### src/rtl/branch_pkg.sv
// Shared types and field positions for the conditional-branch sequencer.
package branch_pkg;

  // Sequencer states: one cycle to evaluate the condition, one to update the PC.
  typedef enum logic [1:0] {
    IDLE   = 2'b00,
    EVAL   = 2'b01,
    UPDATE = 2'b10
  } state_e;

  // Condition select codes understood by the condition evaluator.
  localparam logic [1:0] COND_ZR = 2'b00;
  localparam logic [1:0] COND_NZ = 2'b01;
  localparam logic [1:0] COND_PL = 2'b10;
  localparam logic [1:0] COND_MI = 2'b11;

  // IR field positions: C2 sits directly above the branch offset C.
  localparam int C2_HI     = 20;
  localparam int C2_LO     = 19;
  localparam int OFF_W_DEF = 19;

endpackage

### src/rtl/branch_seq_sat_counter.sv
// Saturating up-counter: counts inc pulses and sticks at all-ones.
module sat_counter #(
  parameter int W = 16
) (
  input  logic         clock,
  input  logic         reset,
  input  logic         inc,
  output logic [W-1:0] q
);

  logic [W-1:0] q_q;
  logic [W-1:0] q_d;

  // Increment only while below the ceiling so the count never wraps.
  always_comb begin
    q_d = q_q;
    if (inc && (q_q != {W{1'b1}})) begin
      q_d = q_q + {{(W-1){1'b0}}, 1'b1};
    end
  end

  // Count register with synchronous clear.
  always_ff @(posedge clock) begin
    if (reset) begin
      q_q <= '0;
    end else begin
      q_q <= q_d;
    end
  end

  assign q = q_q;

endmodule

### src/rtl/branch_seq.sv
// Conditional-branch sequencer: asks the condition evaluator for CON,
// registers it, then strobes a PC load of PC + sign-extended offset when taken.
module branch_seq
  import branch_pkg::*;
#(
  parameter int DATA_W = 32,
  parameter int OFF_W  = OFF_W_DEF,
  parameter int CNT_W  = 16
) (
  input  logic              clock,
  input  logic              reset,
  input  logic              start,
  input  logic [DATA_W-1:0] ir,
  input  logic [DATA_W-1:0] pc,
  input  logic              con,
  output logic [1:0]        c2,
  output logic              con_en,
  output logic              con_q,
  output logic [DATA_W-1:0] pc_next,
  output logic              pc_load,
  output logic              busy,
  output logic              done,
  output logic [CNT_W-1:0]  br_cnt,
  output logic [CNT_W-1:0]  taken_cnt
);

  state_e state_q;
  state_e state_d;

  logic [DATA_W-1:0] ir_l_q;
  logic [DATA_W-1:0] ir_l_d;
  logic [DATA_W-1:0] pc_l_q;
  logic [DATA_W-1:0] pc_l_d;
  logic              con_q_q;
  logic              con_q_d;

  logic [DATA_W-1:0] off_ext;
  logic              br_inc;
  logic              taken_inc;

  // IR bits above C2 belong to other instruction fields and are not used here.
  logic unused_ir_hi;
  assign unused_ir_hi = ^ir_l_q[DATA_W-1:C2_HI+1];

  // Next-state and strobe decode; start is only honoured from IDLE and never queued.
  always_comb begin
    state_d = state_q;
    ir_l_d  = ir_l_q;
    pc_l_d  = pc_l_q;
    con_q_d = con_q_q;
    busy    = 1'b0;
    con_en  = 1'b0;
    done    = 1'b0;
    pc_load = 1'b0;
    case (state_q)
      IDLE: begin
        if (start) begin
          ir_l_d  = ir;
          pc_l_d  = pc;
          state_d = EVAL;
        end
      end
      EVAL: begin
        busy    = 1'b1;
        con_en  = 1'b1;
        con_q_d = con;
        state_d = UPDATE;
      end
      UPDATE: begin
        busy    = 1'b1;
        done    = 1'b1;
        pc_load = con_q_q;
        state_d = IDLE;
      end
      default: begin
        state_d = IDLE;
      end
    endcase
  end

  // State, instruction/PC latches and the registered CON; reset abandons any branch.
  always_ff @(posedge clock) begin
    if (reset) begin
      state_q <= IDLE;
      ir_l_q  <= '0;
      pc_l_q  <= '0;
      con_q_q <= 1'b0;
    end else begin
      state_q <= state_d;
      ir_l_q  <= ir_l_d;
      pc_l_q  <= pc_l_d;
      con_q_q <= con_q_d;
    end
  end

  // Target is formed from the latched copies, so it stays stable between sequences.
  assign off_ext = {{(DATA_W-OFF_W){ir_l_q[OFF_W-1]}}, ir_l_q[OFF_W-1:0]};
  assign pc_next = pc_l_q + off_ext;
  assign c2      = ir_l_q[C2_HI:C2_LO];
  assign con_q   = con_q_q;

  // Statistics advance as the UPDATE cycle closes; taken can never outrun total.
  assign br_inc    = (state_q == UPDATE);
  assign taken_inc = (state_q == UPDATE) && con_q_q;

  sat_counter #(.W(CNT_W)) u_br_cnt (
    .clock (clock),
    .reset (reset),
    .inc   (br_inc),
    .q     (br_cnt)
  );

  sat_counter #(.W(CNT_W)) u_taken_cnt (
    .clock (clock),
    .reset (reset),
    .inc   (taken_inc),
    .q     (taken_cnt)
  );

endmodule

### config.mk
export PLATFORM = sky130hd
export DESIGN_NAME = branch_seq
export DESIGN_NICKNAME = d
export VERILOG_FILES = /design/src/rtl/branch_pkg.sv /design/src/rtl/branch_seq_sat_counter.sv /design/src/rtl/branch_seq.sv
export SDC_FILE = /design/constraint.sdc
export NUM_CORES = 1
export LEC_CHECK = 0
export ABC_AREA = 1
export BUFFER_PORTS_ARGS = -buffer_cell sky130_fd_sc_hd__buf_4
export CAP_MARGIN = 10
export CORE_ASPECT_RATIO = 1.4
export CORE_UTILIZATION = 55
export CTS_CLUSTER_DIAMETER = 200
export CTS_CLUSTER_SIZE = 16
export DETAILED_ROUTE_END_ITERATION = 12
export PLACE_DENSITY = 0.81
export SYNTH_ARGS = -nofsm -noshare
export SYNTH_HDL_FRONTEND = slang
export SYNTH_SLANG_ARGS = --single-unit
export TNS_END_PERCENT = 10
### constraint.sdc
create_clock -name clock -period 3.3 [get_ports clock]
set_input_delay 0.33 -clock clock [delete_from_list [all_inputs] [get_ports clock]]
set_output_delay 0.33 -clock clock [all_outputs]
set_load 0.03 [all_outputs]
======== Yosys cells after proc, flatten, opt, wreduce, memory -nomap -nowiden ========
Index checks and enable logic that the tools add are counted.
word-level totals
  bits in registers ....................... 88
  input port bits ......................... 68
  output and inout bits ................... 71
operators by class
  $add $sub $neg .......................... 3
  equal/unequal tests ..................... 5
  mux-type cells .......................... 6
  reduce and logical (&&, ||, !) cells .... 6
operators by type and width
  kind                     number
  $add A16 B1 Y16 const B  2
  $add A32 B32 Y32         1
  $ne A16 B16 Y1 const B   2
  $mux W1                  4
  $pmux W2 S2              1
  $logic_and A1 B1 Y1      3
  $eq A2 B1 Y1 const B     1
  $eq A2 B2 Y1 const B     1
  $logic_not A2 Y1         1
  $mux W2                  1
  $ne A2 B2 Y1 const B     1
  $reduce_and A2 Y1        1
  $reduce_or A2 Y1         1

======== Depth between registers and ports, before layout ========
Gate-level depths: netlist of the first run.
  word-level depth ........................ 3
  gate-level depth with buffers ........... 12
  depth with buffers taken out ............ 12

======== Modules after synthesis ========
A second synthesis of the first run with hierarchy kept.
second synthesis, totals
  cell total of the unflattened synthesis .. 1043
  area total of the unflattened synthesis .. 6226.0 um^2
by module, submodules not included
  module       instances  cells each  area each (um^2)  seq. area each (um^2)
  branch_seq   1          745         4366.7            1121.1
  sat_counter  2          149         929.6             320.3

======== Worst setup path after synthesis of the first run ========
OpenSTA, ideal clock, no wires.
  path kind ............................... reg2out
  from .................................... reg ir_l_q[0]
  to ...................................... out pc_next[12]
  data arrival time ....................... 1.923 ns
  path slack .............................. 1.047 ns
  cell stages (with the launch flop) ...... 10
  buffers on the path ..................... 0
  path through ............................ dfxtp_1 -> ha_1 -> fa_1 -> nand3_1 -> nand3_1 -> nand2_1 -> nand2_1 -> nand2_1 -> nand2_1 -> xor2_1
between the ends
  cells in the longest elaborated chain, start to end .. 1
ends and longest elaborated chain
  what                      RTL line          source
  start: declaration        branch_seq.sv:30  logic [DATA_W-1:0] ir_l_q;
  start signal: assignment  branch_seq.sv:90  ir_l_q <= ir_l_d;
  $add A32 B32 Y32          branch_seq.sv:98  assign pc_next = pc_l_q + off_ext;
  end: declaration          branch_seq.sv:19  output logic [DATA_W-1:0] pc_next,
Every way passes these cells.

======== Final worst setup path of the first run ========
  from .................................... reg ir_l_q[18]
  to ...................................... out pc_next[30]
The elaborated chain is that of the path after synthesis.

==> reports/results.ini, run 1 <==
[sta]
finClkSkew_ns=0.0108
period_share_pct=87.7
period_minus_slack_ns=2.90
tightest_slew_ns=0.877
rsz0062_at_grt=false
setup_tns_ns=0
setup_viol=0
slew_headroom_pct=41.4
maxSlewViolCount=0
fmax_mhz=345
finalHoldViolCount=0

[synthesis]
ys_seq_area_share_pct=28.7
ys_warn_count=0
synthFlopType=dfxtp_1
synth_edf_count=0
syn_area_um2=6140
syn-num-nets=1112
yosysUniqueCellTypes=28
avgSynthCellArea_um2=6.11
synth_top_area_share_pct=28.7
synthCells=1006
synthTopCellsByArea=dfxtp_1 29%, nand2_1 20%, nor2_1 10%, inv_1 8.0%, ha_1 7.5%
synth-async-reset-ratio_pct=0
ys_ff_latch=88
synth_top_area_cell=dfxtp_1

[floorplan]
die_w_um=91.3
initial_core_util_pct=56.5
pin_count=139
core_area_um2=10900
die_height_um=127
dieArea_um2=11600
row_count=45

[outcome]
status=finished clean

[pwr]
clockPowerShare_pct=26.0
cellPowerDensity_nw_per_um2=493
peakVddDrop_uv=454
power.internal_w=0.00222
power_frac_comb_pct=40.1
switching_share_pct=39.2
power_frac_seq_pct=33.9
p_switching_w=0.00144
p_total_w=0.00366
leakage_nw=3.93

[route]
drt-total-wl_mm=14.6
routedWlPerCell_um=11.5
ant_nets=0
viasPerCell=4.95
drtIter0Drc=248
num_vias=6266
dr.pass1.iters=4
drc_errors=0

[setup_path]
r2r_start=u_br_cnt.q[0]$_SDFFE_PP0P_
cp.required_ns=2.97
path_max_fanout=15
path_class=reg -> out
crit_start=ir_l_q[18]$_SDFFE_PP0P_
cp-start-kind=flip-flop
critPathCaptureType=primary output
arrival_ns=2.57

[global_route]
track_usage_pct=25.8
grt_busiest_layer=met2
gr-usage-met3_pct=5.65
overflow=0
antenna_found_initial=0
met1_usage_pct=29.5
grtUsageMet2_pct=46.3
grt_max_degree=54
grt_pass1_wl_mm=24.5
first_global_vias=5711

[clock_tree]
clock_sinks=88
post_cts.repair.setup_buffers=0
cts_resized=0
hold_buffers=0
worstSkewPairLatency_ns=0.34
tritoncts=built
htree_num_levels=3
cts_buffers=9
clk_path_buf_depth=2
cts_root_buf=clkbuf_16
cts.clk_slew.worst_paths_ns=0.06

[layout]
final_util_pct=68.3
areaGrowthSynthToFinish_pct=20.8
fin_nets=1227
antennaDiodeCount=0
fillCellCount=1039
final_layout_size_suffix_gt1_share_pct=14.7

[place]
gp_congestion=0.888
dp.final_hpwl_mm=11.3
portBuffers=127

[hold_path]
hold_start=con
min_path_type=in -> reg

[run]
max_cap_violations=0

-- sequential cells by signal, indices dropped and copies added, names as in the netlist --
register	flops
u_br_cnt.q	16
u_taken_cnt.q	16
con_q	1
ir_l_q	21
pc_l_q	32
state_q	2
-- cells in the mapped netlist (all sizes together) (3+ instances only) --
cell type and count:
nand4 5, inv 133, o21ai 59, nor3b 3, a21oi 52, nor2 171
nand3 43, dfxtp 88, nor3 14, buf 6, nand2 329, ha 37
xnor2 8, clkbuf 19, xor2 32
-- through the flow --
step           hold WS, ns  std cells  setup slack [ns]  area, um2
2_1_floorplan        0.409       1006              1.05       6140
3_3_place_gp         0.467       1251             0.804       7150
3_5_place_dp         0.478       1251             0.769       7150
4_1_cts              0.218       1267             0.394       7420
5_1_grt              0.238       1267             0.244       7420
6_report             0.231       1267             0.405       7420
-- cells in the final DEF (no fill, tap or decap), types with 5 or more instances in the layout --
cell type / n
o21ai_0: 59
nand3_1: 39
nor2_1: 171
dfxtp_1: 88
nand2_1: 326
xor2_1: 32
a21oi_1: 42
a21oi_2: 10
nand4_1: 5
xnor2_1: 8
clkbuf_16: 9
buf_4: 129
ha_1: 37
inv_1: 131
nor3_1: 12
-- layout make-up --
cell class                 count  area (um2)  area share [%]
timing repair buffer         129         968            13.0
multi-input combinational    760        3740            50.4
clock inverter                 4        28.8           0.388
sequential                    88        1760            23.7
inverter                     133         499            6.72
tap                          141         176            2.38
clock buffer                  12         246            3.32
-- path summary, 6_finish.rpt --
check / slack, ns / endpoint / cells past startpoint
max: 0.40 / pc_next[30] / 10
min: 0.23 / con_q$_SDFFE_PP0P_ / 3
max reg2reg: 1.48 / u_br_cnt.q[9]$_SDFFE_PP0P_ / 8
min reg2reg: 0.49 / pc_l_q[13]$_SDFFE_PP0P_ / 2
-- metal layers --
layer | wire [um] | share of wire (%) | up-vias
met1 | 6350 | 44 | 2757
met5 | 0 | 0 | -
met3 | 825 | 5.7 | 28
li1 | - | - | 3351
met4 | 345 | 2.4 | 0
met2 | 7060 | 48 | 130
-- power by group through the flow --
stage	logic, W	clock network, W	registers, W
global placement	0.00146	0	0.00126
finish	0.00147	0.000951	0.00124
global route	0.00161	0.00101	0.00125
CTS	0.00148	0.000975	0.00124
floorplan	0.00103	0	0.00125
detailed placement	0.00147	0	0.00126
-- critical path, stage by stage, from the launching register on --
cell and delay [ns]:
dfxtp_1 0.75, ha_1 0.42, nand2_1 0.11, inv_1 0.05
a21oi_1 0.20, nand2_1 0.13, a21oi_1 0.22, nand2_1 0.08
nand2_1 0.06, nand2_1 0.04, buf_4 0.16
-- kinds of logic after synthesis --
kind of cell,count (synthesis),share of synthesized area [%]
xor gates and xnor gates,40,5.70
DFF,88,28.7
AOI/OAI and AO/OA,116,10.2
buffers and inverters,158,10.4
and+or+nand+nor,566,37.1
adders and majority gates,38,7.86
(Power assumes the default switching activity.)
==> run 2, diff against run 1 <==
==> constraint.sdc (replaced) <==
create_clock -name clock -period 3.2 [get_ports clock]
set_input_delay 0.32 -clock clock [delete_from_list [all_inputs] [get_ports clock]]
set_output_delay 0.32 -clock clock [all_outputs]
set_load 0.03 [all_outputs]
==> run 2 against run 1 <==
Power grew 6.1%. Combinational power is 3% higher. Critical endpoint is now pc_next[28]. Global-route usage is 0.68 points higher.
==> reports/results.ini, run 2 (synthesis results as in run 1) <==
[hold_path]
hold_start=con  ; unchanged
hold_depth=3  ; unchanged
min_path_type=in -> reg  ; unchanged
hold_end=con_q$_SDFFE_PP0P_  ; unchanged

[sta]
finClkSkew_ns=0.0108  ; about the same
tightest_slew_ns=0.885  ; was 0.877 ns
maxSlewViolCount=0  ; unchanged
fmax_mhz=345
fin_ws_ns=0.298  ; was 0.405 ns
period_minus_slack_ns=2.90
setup_tns_ns=0  ; unchanged
rsz0062_at_grt=false  ; unchanged
period_share_pct=90.7
slew_headroom_pct=40.9  ; was 41.4%
finalHoldViolCount=0  ; unchanged
setup_viol=0  ; unchanged

[outcome]
status=finished clean  ; unchanged

[run]
max_cap_violations=0  ; unchanged

[setup_path]
reg2reg_slack_ns=1.33  ; was 1.48 ns
path_max_fanout=15  ; unchanged
cp.required_ns=2.88  ; was 2.97 ns
arrival_ns=2.58  ; was 2.57 ns
cp-start-kind=flip-flop  ; unchanged
r2r-end=u_br_cnt.q[13]$_SDFFE_PP0P_  ; was u_br_cnt.q[9]$_SDFFE_PP0P_
r2r_start=u_br_cnt.q[0]$_SDFFE_PP0P_  ; unchanged
path_class=reg -> out  ; unchanged
reg2regPathDepth=8  ; unchanged
critPathCaptureType=primary output  ; unchanged

[floorplan]
core_area_um2=10900  ; unchanged
dieArea_um2=11600  ; unchanged
initial_core_util_pct=56.5  ; unchanged
row_count=45  ; unchanged
die_w_um=91.3  ; unchanged
pin_count=139  ; unchanged
die_height_um=127  ; unchanged

[place]
dp_worst_setup_slack_ns=0.692  ; was 0.769 ns
gp_congestion=0.889  ; was 0.888
portBuffers=127  ; unchanged
dp.final_hpwl_mm=11.4  ; was 11.3 mm

[clock_tree]
cts_resized=0  ; unchanged
cts_root_buf=clkbuf_16  ; unchanged
tritoncts=built  ; unchanged
worstSkewPairLatency_ns=0.34  ; about the same
clock_sinks=88  ; unchanged
cts_buffers=9  ; unchanged
htree_num_levels=3  ; unchanged
clk_path_buf_depth=2  ; unchanged
hold_buffers=0  ; unchanged
post_cts.repair.setup_buffers=0  ; unchanged
cts.clk_slew.worst_paths_ns=0.06  ; about the same

[global_route]
grt_max_degree=54  ; unchanged
track_usage_pct=26.4  ; was 25.8%
grt_pass1_wl_mm=25.1  ; was 24.5 mm
first_global_vias=5803  ; was 5711
antenna_found_initial=0  ; unchanged
overflow=0  ; unchanged

[layout]
areaGrowthSynthToFinish_pct=21.3  ; was 20.8%
multi_input_area_um2=3740  ; unchanged
final_layout_size_suffix_gt1_share_pct=14.5  ; was 14.7%
largest_reg_flops=32  ; unchanged
fillCellCount=1044  ; was 1039
final_cell_mix=326 x nand2_1, 171 x nor2_1, 131 x inv_1  ; unchanged
mostFrequentLayoutCell=nand2_1  ; unchanged
regMostFlops=pc_l_q  ; unchanged
seqCellArea_um2=1760  ; unchanged
reg.largest.list=pc_l_q: 32 flops, ir_l_q: 21 flops  ; unchanged
fin_nets=1227  ; unchanged
antennaDiodeCount=0  ; unchanged

[route]
viasPerCell=4.91  ; was 4.95
routedWlPerCell_um=11.7  ; was 11.5 um
drc_errors=0  ; unchanged
dr.pass1.iters=4  ; unchanged
ant_nets=0  ; unchanged
drt-total-wl_mm=14.7  ; was 14.6 mm
drtIter0Drc=233  ; was 248
num_vias=6208  ; was 6266

[pwr]
cellPowerDensity_nw_per_um2=521  ; was 493 nW/um2
leakage_nw=3.95  ; was 3.93 nW
peakVddDrop_uv=358  ; was 454 uV

==> run 2: changes by cell type in the layout (fill, tap and decap cells not counted), sizes merged <==
cell / previous run / this run
clkinvlp: 2 / 0
inv: 134 / 133
clkbuf: 12 / 11
bufinv: 0 / 2
==> run 2: area by class of cell <==
class                   count  area share (%)
clock inverters             3           0.924
flip-flops and latches     88            23.6
multi-input cells         760            50.2
repair buffers            129            13.0
inverters                 133            6.70
clock buffers              11            3.12
well taps                 141            2.37
==> run 2: per-layer routing <==
layer / global-route usage (%) / up-vias / routed length [um]
met5: 0 / - / 0
met4: 8.68 / 0 / 303
met3: 6.07 / 20 / 805
met2: 48.3 / 124 / 7220
met1: 30.2 / 2719 / 6410
li1: - / 3345 / -
==> run 2: how the worst max path moves through the flow <==
stage	from	endpoint	cells after the start
3_5_place_dp	ir_l_q[18]$_SDFFE_PP0P_	pc_next[28]	10
5_1_grt	ir_l_q[18]$_SDFFE_PP0P_	pc_next[29]	10
4_1_cts	ir_l_q[18]$_SDFFE_PP0P_	pc_next[28]	10
3_3_place_gp	ir_l_q[18]$_SDFFE_PP0P_	pc_next[28]	10
6_report	ir_l_q[18]$_SDFFE_PP0P_	pc_next[28]	10
2_1_floorplan	ir_l_q[0]$_SDFFE_PP0P_	pc_next[12]	9
==> run 2: critical path, stage by stage, from the launching register on <==
cell and delay, ns:
dfxtp_1 0.75, ha_1 0.43, nand2_1 0.16, inv_1 0.06
a21oi_1 0.17, nand2_1 0.12, a21oi_1 0.19, nand2_1 0.08
nand2_1 0.06, nand2_1 0.06, buf_4 0.16
==> run 2: power by group <==
part / internal (W) / switching [W]
clock: 0.000677 / 0.000409
sequential: 0.00120 / 0.0000733
combinational: 0.000540 / 0.000980
total: 0.00242 / 0.00146
==> run 2: stage by stage <==
step / cells / hold slack [ns] / utilization (%) / total power, W / cell area (um2)
after floorplan: 1006 / 0.399 / - / 0.00235 / 6140
after global placement: 1251 / 0.468 / 65.8 / 0.00280 / 7150
after detailed placement: 1251 / 0.478 / 65.8 / 0.00282 / 7150
after CTS: 1265 / 0.216 / 68.6 / 0.00391 / 7450
after global routing: 1265 / 0.228 / 68.6 / 0.00412 / 7450
final: 1265 / 0.228 / 68.6 / 0.00388 / 7450
